**config.mk**
```make
export PLATFORM = sky130hd
export DESIGN_NAME = lwm_sequencer
export DESIGN_NICKNAME = d
export VERILOG_FILES = /design/src/rtl/lwm_sequencer.sv
export SDC_FILE = /design/constraint.sdc
export NUM_CORES = 1
export LEC_CHECK = 0
export ABC_AREA = 0
export CORE_MARGIN = 2
export CORE_UTILIZATION = 39
export CTS_CLUSTER_SIZE = 30
export DETAILED_ROUTE_END_ITERATION = 16
export HOLD_SLACK_MARGIN = 0.15
export PLACE_DENSITY = 0.78
export SYNTH_ARGS = -nofsm -noshare
export SYNTH_HDL_FRONTEND = slang
export SYNTH_SLANG_ARGS = --single-unit
```
**constraint.sdc**
```tcl
create_clock -name clk_i -period 2.25 [get_ports clk_i]
set_input_delay 0.225 -clock clk_i [delete_from_list [all_inputs] [get_ports clk_i]]
set_output_delay 0.225 -clock clk_i [all_outputs]
set_load 0.01 [all_outputs]
```
**src/rtl/lwm_sequencer.sv**
```systemverilog
// ---------------------------------------------------------------------------
// lwm_sequencer
//
// Executes a load-multiple instruction. A request latches a base address and
// a register mask. The block then reads one word per set mask bit from
// consecutive memory addresses and writes each word into the register file.
// Registers are served in ascending order, lowest set bit first.
//
// Parameters
//   MASK_W      width of the register mask (registers 0..MASK_W-1, at most 32)
//   WORD_BYTES  address stride between consecutive loaded words
//
// Ports
//   clk_i        clock; all state updates happen on its rising edge
//   rst_i        asynchronous reset, active low
//   lwm_i        load-multiple request, sampled only in IDLE
//   base_i       base memory address, sampled together with lwm_i
//   addrcode_i   destination register mask, sampled together with lwm_i
//   mem_read_o   memory read request
//   mem_addr_o   read address; 0 whenever mem_read_o is low
//   mem_ack_i    read data valid for the current request
//   mem_rdata_i  read data
//   reg_we_o     register-file write enable
//   reg_waddr_o  destination register index
//   reg_wdata_o  register write data
//   stall_o      pipeline freeze while a transfer is pending or active
//   done_o       one-cycle pulse when a request completes
// ---------------------------------------------------------------------------
module lwm_sequencer #(
    parameter int MASK_W     = 21,
    parameter int WORD_BYTES = 4
) (
    input  logic              clk_i,
    input  logic              rst_i,
    input  logic              lwm_i,
    input  logic [31:0]       base_i,
    input  logic [MASK_W-1:0] addrcode_i,
    output logic              mem_read_o,
    output logic [31:0]       mem_addr_o,
    input  logic              mem_ack_i,
    input  logic [31:0]       mem_rdata_i,
    output logic              reg_we_o,
    output logic [4:0]        reg_waddr_o,
    output logic [31:0]       reg_wdata_o,
    output logic              stall_o,
    output logic              done_o
);

    localparam logic [1:0] ST_IDLE = 2'd0;
    localparam logic [1:0] ST_REQ  = 2'd1;
    localparam logic [1:0] ST_WB   = 2'd2;
    localparam logic [1:0] ST_DONE = 2'd3;

    logic [1:0]        state;
    logic [MASK_W-1:0] mask;
    logic [5:0]        cnt;
    logic [31:0]       base;
    logic [31:0]       data;
    logic [4:0]        target;

    logic [4:0]        low_idx;
    logic [MASK_W-1:0] mask_cleared;
    logic              start_req;
    logic [31:0]       word_offset;

    // Lowest set bit of the pending mask. Scanning from the top down lets the
    // last hit (the lowest index) win.
    always_comb begin
        low_idx = '0;
        for (int i = MASK_W - 1; i >= 0; i--) begin
            if (mask[i]) begin
                low_idx = 5'(i);
            end
        end
    end

    // The mask is unchanged between REQ and WB, so its lowest set bit is
    // still the register being written; m & (m-1) drops exactly that bit.
    assign mask_cleared = mask & (mask - MASK_W'(1));

    assign start_req   = lwm_i && (addrcode_i != '0);
    assign word_offset = 32'(cnt) * 32'(WORD_BYTES);

    assign mem_read_o  = (state == ST_REQ);
    assign mem_addr_o  = mem_read_o ? (base + word_offset) : 32'd0;
    assign reg_we_o    = (state == ST_WB);
    assign reg_waddr_o = reg_we_o ? target : 5'd0;
    assign reg_wdata_o = reg_we_o ? data : 32'd0;
    assign done_o      = (state == ST_DONE);

    // Gated by rst_i so that every output is 0 while reset is held, even if
    // a request with a non-zero mask is being presented at the same time.
    assign stall_o     = rst_i && ((state != ST_IDLE) || start_req);

    always_ff @(posedge clk_i or negedge rst_i) begin
        if (!rst_i) begin
            state  <= ST_IDLE;
            mask   <= '0;
            cnt    <= '0;
            base   <= '0;
            data   <= '0;
            target <= '0;
        end else begin
            case (state)
                ST_IDLE: begin
                    if (lwm_i) begin
                        if (addrcode_i != '0) begin
                            base  <= base_i;
                            mask  <= addrcode_i;
                            cnt   <= '0;
                            state <= ST_REQ;
                        end else begin
                            // Empty mask: complete at once, no memory traffic.
                            state <= ST_DONE;
                        end
                    end
                end
                ST_REQ: begin
                    if (mem_ack_i) begin
                        data   <= mem_rdata_i;
                        target <= low_idx;
                        state  <= ST_WB;
                    end
                end
                ST_WB: begin
                    mask  <= mask_cleared;
                    cnt   <= cnt + 6'd1;
                    state <= (mask_cleared == '0) ? ST_DONE : ST_REQ;
                end
                ST_DONE: begin
                    state <= ST_IDLE;
                end
                default: begin
                    state <= ST_IDLE;
                end
            endcase
        end
    end

endmodule

```
==> results of run 1 <==
-- per-stage QoR --
stage / hold WS (ns) / instance area, sq um / TNS [ns] / total power [mW] / util (%)
after global routing: 0.483 / 8560 / -11.20 / 11.2 / 61.2
after global placement: 0.390 / 7970 / -16.70 / 8.49 / 57.0
after floorplan: -0.0706 / 5650 / 0 / 6.24 / -
final: 0.474 / 8560 / -8.50 / 10.5 / 61.2
after detailed placement: 0.396 / 7970 / -22.46 / 8.72 / 57.0
after CTS: 0.468 / 8480 / -9.06 / 10.4 / 60.6
-- where the power goes --
group          internal [mW]  switching (mW)  leakage (nW)
logic                   2.92            2.68          2.42
registers               2.61           0.762          1.18
clock network          0.844           0.662         0.136
total                   6.38            4.11          3.73
-- worst min-delay path by stage --
stage,startpoint,end,slack [ns]
finish,target[3],target[3],0.47
global route,base_i[15],base[15],0.48
CTS,base_i[15],base[15],0.47
detailed placement,rst_i,mask[16],0.40
global placement,rst_i,mask[19],0.39
floorplan,rst_i,base[0],-0.07
-- flip-flops by register name, indices dropped and copies added, names as in the netlist --
| name | flops |
|---|---|
| state | 2 |
| base | 32 |
| data | 32 |
| mask | 21 |
| cnt | 6 |
| target | 5 |
-- per-layer routing --
| metal | track usage [%] | vias up |
|---|---|---|
| li1 | - | 2516 |
| met1 | 29.3 | 2610 |
| met2 | 36.8 | 247 |
| met3 | 5.13 | 32 |
| met4 | 8.64 | 0 |
| met5 | 0 | - |
-- critical path, delay by kind of cell, from the launching register on --
family          cells  cell delay [ns]
simple gates        2             0.11
xor+xnor            1             0.17
fa+ha+maj           2             0.51
buf+inv             2             0.30
flops               1             0.41
compound gates      3             0.62
-- cells in the final DEF (no fill, tap or decap), types with 4 or more instances in the layout --
master,synthesis,routed
a21o_1,7,7
a21oi_1,33,27
a21oi_2,0,5
a22o_1,4,4
a22oi_1,15,15
and2_1,42,42
buf_12,0,6
buf_2,3,25
buf_4,1,80
buf_6,1,11
clkbuf_16,0,9
clkdlybuf4s50_1,0,128
dfrtp_1,98,98
ha_1,7,5
inv_1,21,19
mux2_2,61,61
nand2_1,29,28
nand3_1,4,4
nand4_1,6,6
nor2_1,51,50
nor3_1,14,9
nor4_1,14,9
nor4_2,1,5
nor4_4,3,4
nor4b_4,0,4
o21ai_0,39,34
o21ai_1,1,4
o22ai_1,9,9
o31a_1,4,4
xnor2_1,22,21
-- what timing repair did --
| action | in CTS | in global routing |
|---|---|---|
| setup endpoints to repair | 44 | 58 |
| gates cloned | 2 | 0 |
| pin swaps | 23 | 29 |
| hold buffers | 1 | 0 |
| endpoints found under the hold margin | 98 | 0 |
| gates resized for setup | 138 | 37 |
| buffers inserted | 13 | 5 |
-- kinds of logic after synthesis --
kind of cell	count (synthesis)	synth area share, %
compound gates	137	15.4
buf+inv	60	4.27
xor+xnor	25	3.89
fa+ha+maj	10	2.29
flops	98	43.6
mux	62	12.4
simple gates	186	18.2
-- layout make-up --
cell class / instances / share of cell area [%]
Clock inverter: 1 / 0.0877
Timing Repair Buffer: 259 / 27.3
Tap cell: 180 / 2.63
Clock buffer: 15 / 3.24
Multi-Input combinational cell: 420 / 37.2
Sequential cell: 98 / 28.6
Inverter: 21 / 0.920
==> results.json, run 1 <==
{
  "status": "finished, violations left",
  "violations": "negative setup slack",
  "ys_seq_area_share_pct": 43.6,
  "grt_pass1_wl_microns": 27200,
  "regArea_sq_mm": 0.00245,
  "critPathMaxFanout": 5,
  "placedCellCount": 960,
  "setup.worst_path.start": "base[2]",
  "num-fill-cells": 1094,
  "wl_per_cell_microns": 17.3,
  "synthesis.area_sq_mm": 0.00563,
  "stdcell_count": 994,
  "syn_to_final_growth_pct": 52.1,
  "yosysMostFrequentCell": "dfrtp_1",
  "min_period_ns": 2.69,
  "ys_seq_elements": 98,
  "rsz0062_at_grt": "yes",
  "hold_viol_final": 0,
  "antenna_cells": 0,
  "clk-insertion-delay-late_ns": 0.34,
  "firstDrtPassIters": 5,
  "async_flop_share_pct": 100,
  "ant_nets": 0,
  "setup_ws_ns": -0.437,
  "worstPathRequired_ns": 2.03,
  "layout-drive-gt1-share_pct": 30.0,
  "clkSinkCount": 98,
  "rows": 43,
  "grt_overflow": 0,
  "ff2ff_path_depth": 7,
  "final_max_slew_viol_count": 0,
  "synthDominantCellAreaShare_pct": 43.6,
  "clk_pin_slew_ns": 0.07,
  "hpwl_microns": 12000,
  "synth_edf_count": 0,
  "finalClockSkew_ns": 0.00760,
  "syn_nets": 675,
  "place.gp.congestion": 0.854,
  "synth_cell_types": 57,
  "ctsLongestPathBuffers": 2,
  "drc": 0,
  "timing.rr.end": "state[1]",
  "r2r_start": "mask[2]",
  "syn-instance-count": 578,
  "ys_warn_count": 0,
  "vias_per_cell": 5.44,
  "grt_max_degree": 54,
  "peakVddDrop_v": 0.000505,
  "grt_pass1_vias": 5480,
  "die_h_microns": 124,
  "root_buffer": "clkbuf_16",
  "cts_inserted_buffers": 9,
  "critPathSlowestCell": "dfrtp_1",
  "syn_avg_cell_area_sq_um": 9.74,
  "htree_levels": 3,
  "core-area_sq_mm": 0.0140,
  "met1_length_microns": 7310,
  "vias": 5405,
  "path_cells": "ha_4 -> fa_2 -> a21o_1 -> a21o_1 -> a21oi_4 -> buf_12 -> nor3_1 -> xnor2_1 -> nor2_1 -> buf_2",
  "multi_input_area_sq_mm": 0.00319,
  "finalSetupViolCount": 25,
  "wl_met3_microns": 1320,
  "top_layer_used": "met4",
  "synthTopCellsByCount": "dfrtp_1 (98), mux2_2 (61), nor2_1 (51)",
  "grt_usage_pct": 22.6,
  "totalWireLength_microns": 17200,
  "die_w_microns": 124,
  "crit_top_cell": "a21o_1",
  "routed-wl-met2_microns": 8230,
  "fin_nets": 906,
  "drv_cap": 0,
  "synthFlopType": "dfrtp_1",
  "min_path_cells": 1,
  "max_stage_delay_ns": 0.41,
  "max_slew_margin_pct": 51.9,
  "die_area_sq_mm": 0.0154,
  "leakage_nw": 3.73,
  "first_iter_violations": 326,
  "end_kind": "output pin",
  "ys_top_cells_by_area": "dfrtp_1 (44%), mux2_2 (12%), and2_1 (4.7%)",
  "cts_tree": "built",
  "port_buffers": 161,
  "start_util_pct": 40.3,
  "netlist.top_cell.by_area": "dfrtp_1",
  "clock.fmax_mhz": 372,
  "grt_antenna_before_repair": 0,
  "endpoint": "mem_addr_o[22]",
  "io-pin-count": 162,
  "power_density_mw_per_mm2": 1220,
  "crit_type": "reg -> out",
  "reg2reg_slack_ns": 0.21,
  "hold_path.class": "reg -> reg",
  "cp_data_arrival_time_ns": 2.46,
  "dpl_worst_slack_ns": -0.474,
  "worst_setup_path_start_kind": "flop",
  "worst_pin_slew_ns": 0.721,
  "fin_crit_sh_pct": 119
}
(Power assumes the default switching activity.)
==> inputs of run 2 (changes only) <==
Settings changed: CORE_MARGIN 2 to 4, CORE_UTILIZATION 39 to 44, PLACE_DENSITY 0.78 to 0.86, SKIP_CTS_REPAIR_TIMING set to 1.
==> run 2 against run 1 <==
Against the previous run:
- the run still ends with negative setup slack left
- combinational power about the same
- fmax down 2.9%
- clock power about the same
- sequential cell count unchanged
- utilization up 6.9 points
- die area down 4.8%
- largest power group unchanged
- total power about the same
- critical endpoint is now mem_addr_o[26]
- register-to-register slack worse by 0.04 ns
- final cell count down 1.2%
==> results.json, run 2 (synthesis results as in run 1) <==
{
  "crit_type": "reg -> out",
  "mostFrequentLayoutCells": "clkdlybuf4s50_1 (105), dfrtp_1 (98), buf_4 (83)",
  "leakage_nw": 4.17,
  "io-pin-count": 162,
  "violations": "negative setup slack",
  "grt_pass1_wl_microns": 27200,
  "die_area_sq_mm": 0.0147,
  "drv_cap": 0,
  "firstDrtPassIters": 5,
  "drc": 0,
  "antenna_cells": 0,
  "worstPathRequired_ns": 2.03,
  "core-area_sq_mm": 0.0126,
  "fin_crit_sh_pct": 123,
  "finalSetupViolCount": 26,
  "min_path_cells": 3,
  "grt_max_degree": 56,
  "r2r_start": "mask[2]",
  "wl_per_cell_microns": 18.5,
  "fin_total_pwr_mw": 10.5,
  "layout-drive-gt1-share_pct": 28.4,
  "clkSinkCount": 98,
  "port_buffers": 161,
  "setup_ws_ns": -0.519,
  "max_stage_delay_ns": 0.39,
  "critPathMaxFanout": 6,
  "crit_top_cell": "a21o_1",
  "path_cells": "ha_2 -> fa_2 -> a21o_1 -> a21o_1 -> a21oi_4 -> buf_12 -> nor4_1 -> xnor2_1 -> nor2_1 -> buf_2",
  "ff2ff_path_depth": 7,
  "hold_path.class": "in -> reg",
  "clk-insertion-delay-late_ns": 0.35,
  "vias_per_cell": 5.60,
  "timing.rr.end": "state[1]",
  "cts_inserted_buffers": 9,
  "first_iter_violations": 408,
  "hpwl_microns": 12400,
  "die_w_microns": 121,
  "cp_data_arrival_time_ns": 2.54,
  "reg_top3": "base (32), data (32), mask (21)",
  "die_h_microns": 121,
  "syn_to_final_growth_pct": 52.0,
  "fin_setup_tns_ns": -9.73,
  "max_slew_margin_pct": 50.7,
  "vias": 5503,
  "htree_levels": 3,
  "rsz0062_at_grt": "yes",
  "hold_viol_final": 0,
  "start_util_pct": 44.8,
  "worst_pin_slew_ns": 0.740,
  "timing.hold.ws_ns": 0.445,
  "status": "finished, violations left",
  "final_common_cell": "clkdlybuf4s50_1",
  "final_max_slew_viol_count": 0,
  "fin_nets": 903,
  "reg2reg_slack_ns": 0.17,
  "hp-start": "base_i[15]",
  "postLayoutCoreUtil_pct": 68.1,
  "cts_tree": "built",
  "ant_nets": 0,
  "grt_usage_pct": 23.2,
  "clock.fmax_mhz": 361,
  "dpl_worst_slack_ns": -0.466,
  "power_density_mw_per_mm2": 1230,
  "grt_pass1_vias": 5673,
  "ctsLongestPathBuffers": 2,
  "peakVddDrop_v": 0.000651,
  "clk_pin_slew_ns": 0.07,
  "worst_setup_path_start_kind": "flop",
  "rows": 41,
  "totalWireLength_microns": 18100,
  "whs_endpoint": "base[15]",
  "finalClockSkew_ns": 0.00738,
  "root_buffer": "clkbuf_16",
  "min_period_ns": 2.77,
  "grt_antenna_before_repair": 0,
  "end_kind": "output pin",
  "grt_overflow": 0,
  "place.gp.congestion": 0.907,
  "critPathSlowestCell": "dfrtp_1"
}
[run 2: stage by stage]
| step | instances | cell area, sq um |
|---|---|---|
| floorplan | 578 | 5650 |
| global placement | 954 | 7990 |
| detailed placement | 954 | 7990 |
| CTS | 969 | 8280 |
| global route | 982 | 8560 |
| finish | 982 | 8560 |
[run 2: area by class of cell]
type | count | area (sq um)
fill | 922 | 4010
multi-input combinational | 420 | 3100
sequential | 98 | 2450
timing repair buffer | 256 | 2420
clock buffer | 9 | 225
tap | 172 | 215
inverter | 21 | 78.8
clock inverter | 6 | 66.3
[run 2: report_power, final]
part | internal, mW | switching [mW] | total (mW)
combinational | 2.88 | 2.71 | 5.59
sequential | 2.61 | 0.753 | 3.36
clock | 0.860 | 0.681 | 1.54
total | 6.35 | 4.15 | 10.5
[run 2: worst max path at each step]
stage	start	end	cells past startpoint
finish	cnt[0]	mem_addr_o[26]	10
floorplan	cnt[0]	mem_addr_o[30]	9
global route	cnt[1]	mem_addr_o[26]	10
detailed placement	cnt[0]	mem_addr_o[26]	10
global placement	cnt[0]	mem_addr_o[30]	10
CTS	cnt[0]	mem_addr_o[10]	10
[run 2: critical path, delay by kind of cell, from the launching register on]
kind,cells,cell delay [ns]
flops,1,0.39
xor+xnor,1,0.22
buf+inv,2,0.30
simple gates,2,0.13
compound gates,3,0.60
fa+ha+maj,2,0.56
[run 2: per-layer routing]
metal	GRT usage [%]	up-vias	share of wire, %
met2	39.1	267	50
met4	10.1	0	3.3
met1	27.4	2667	39
met5	0	-	0
met3	6.67	53	7.6
li1	-	2516	-
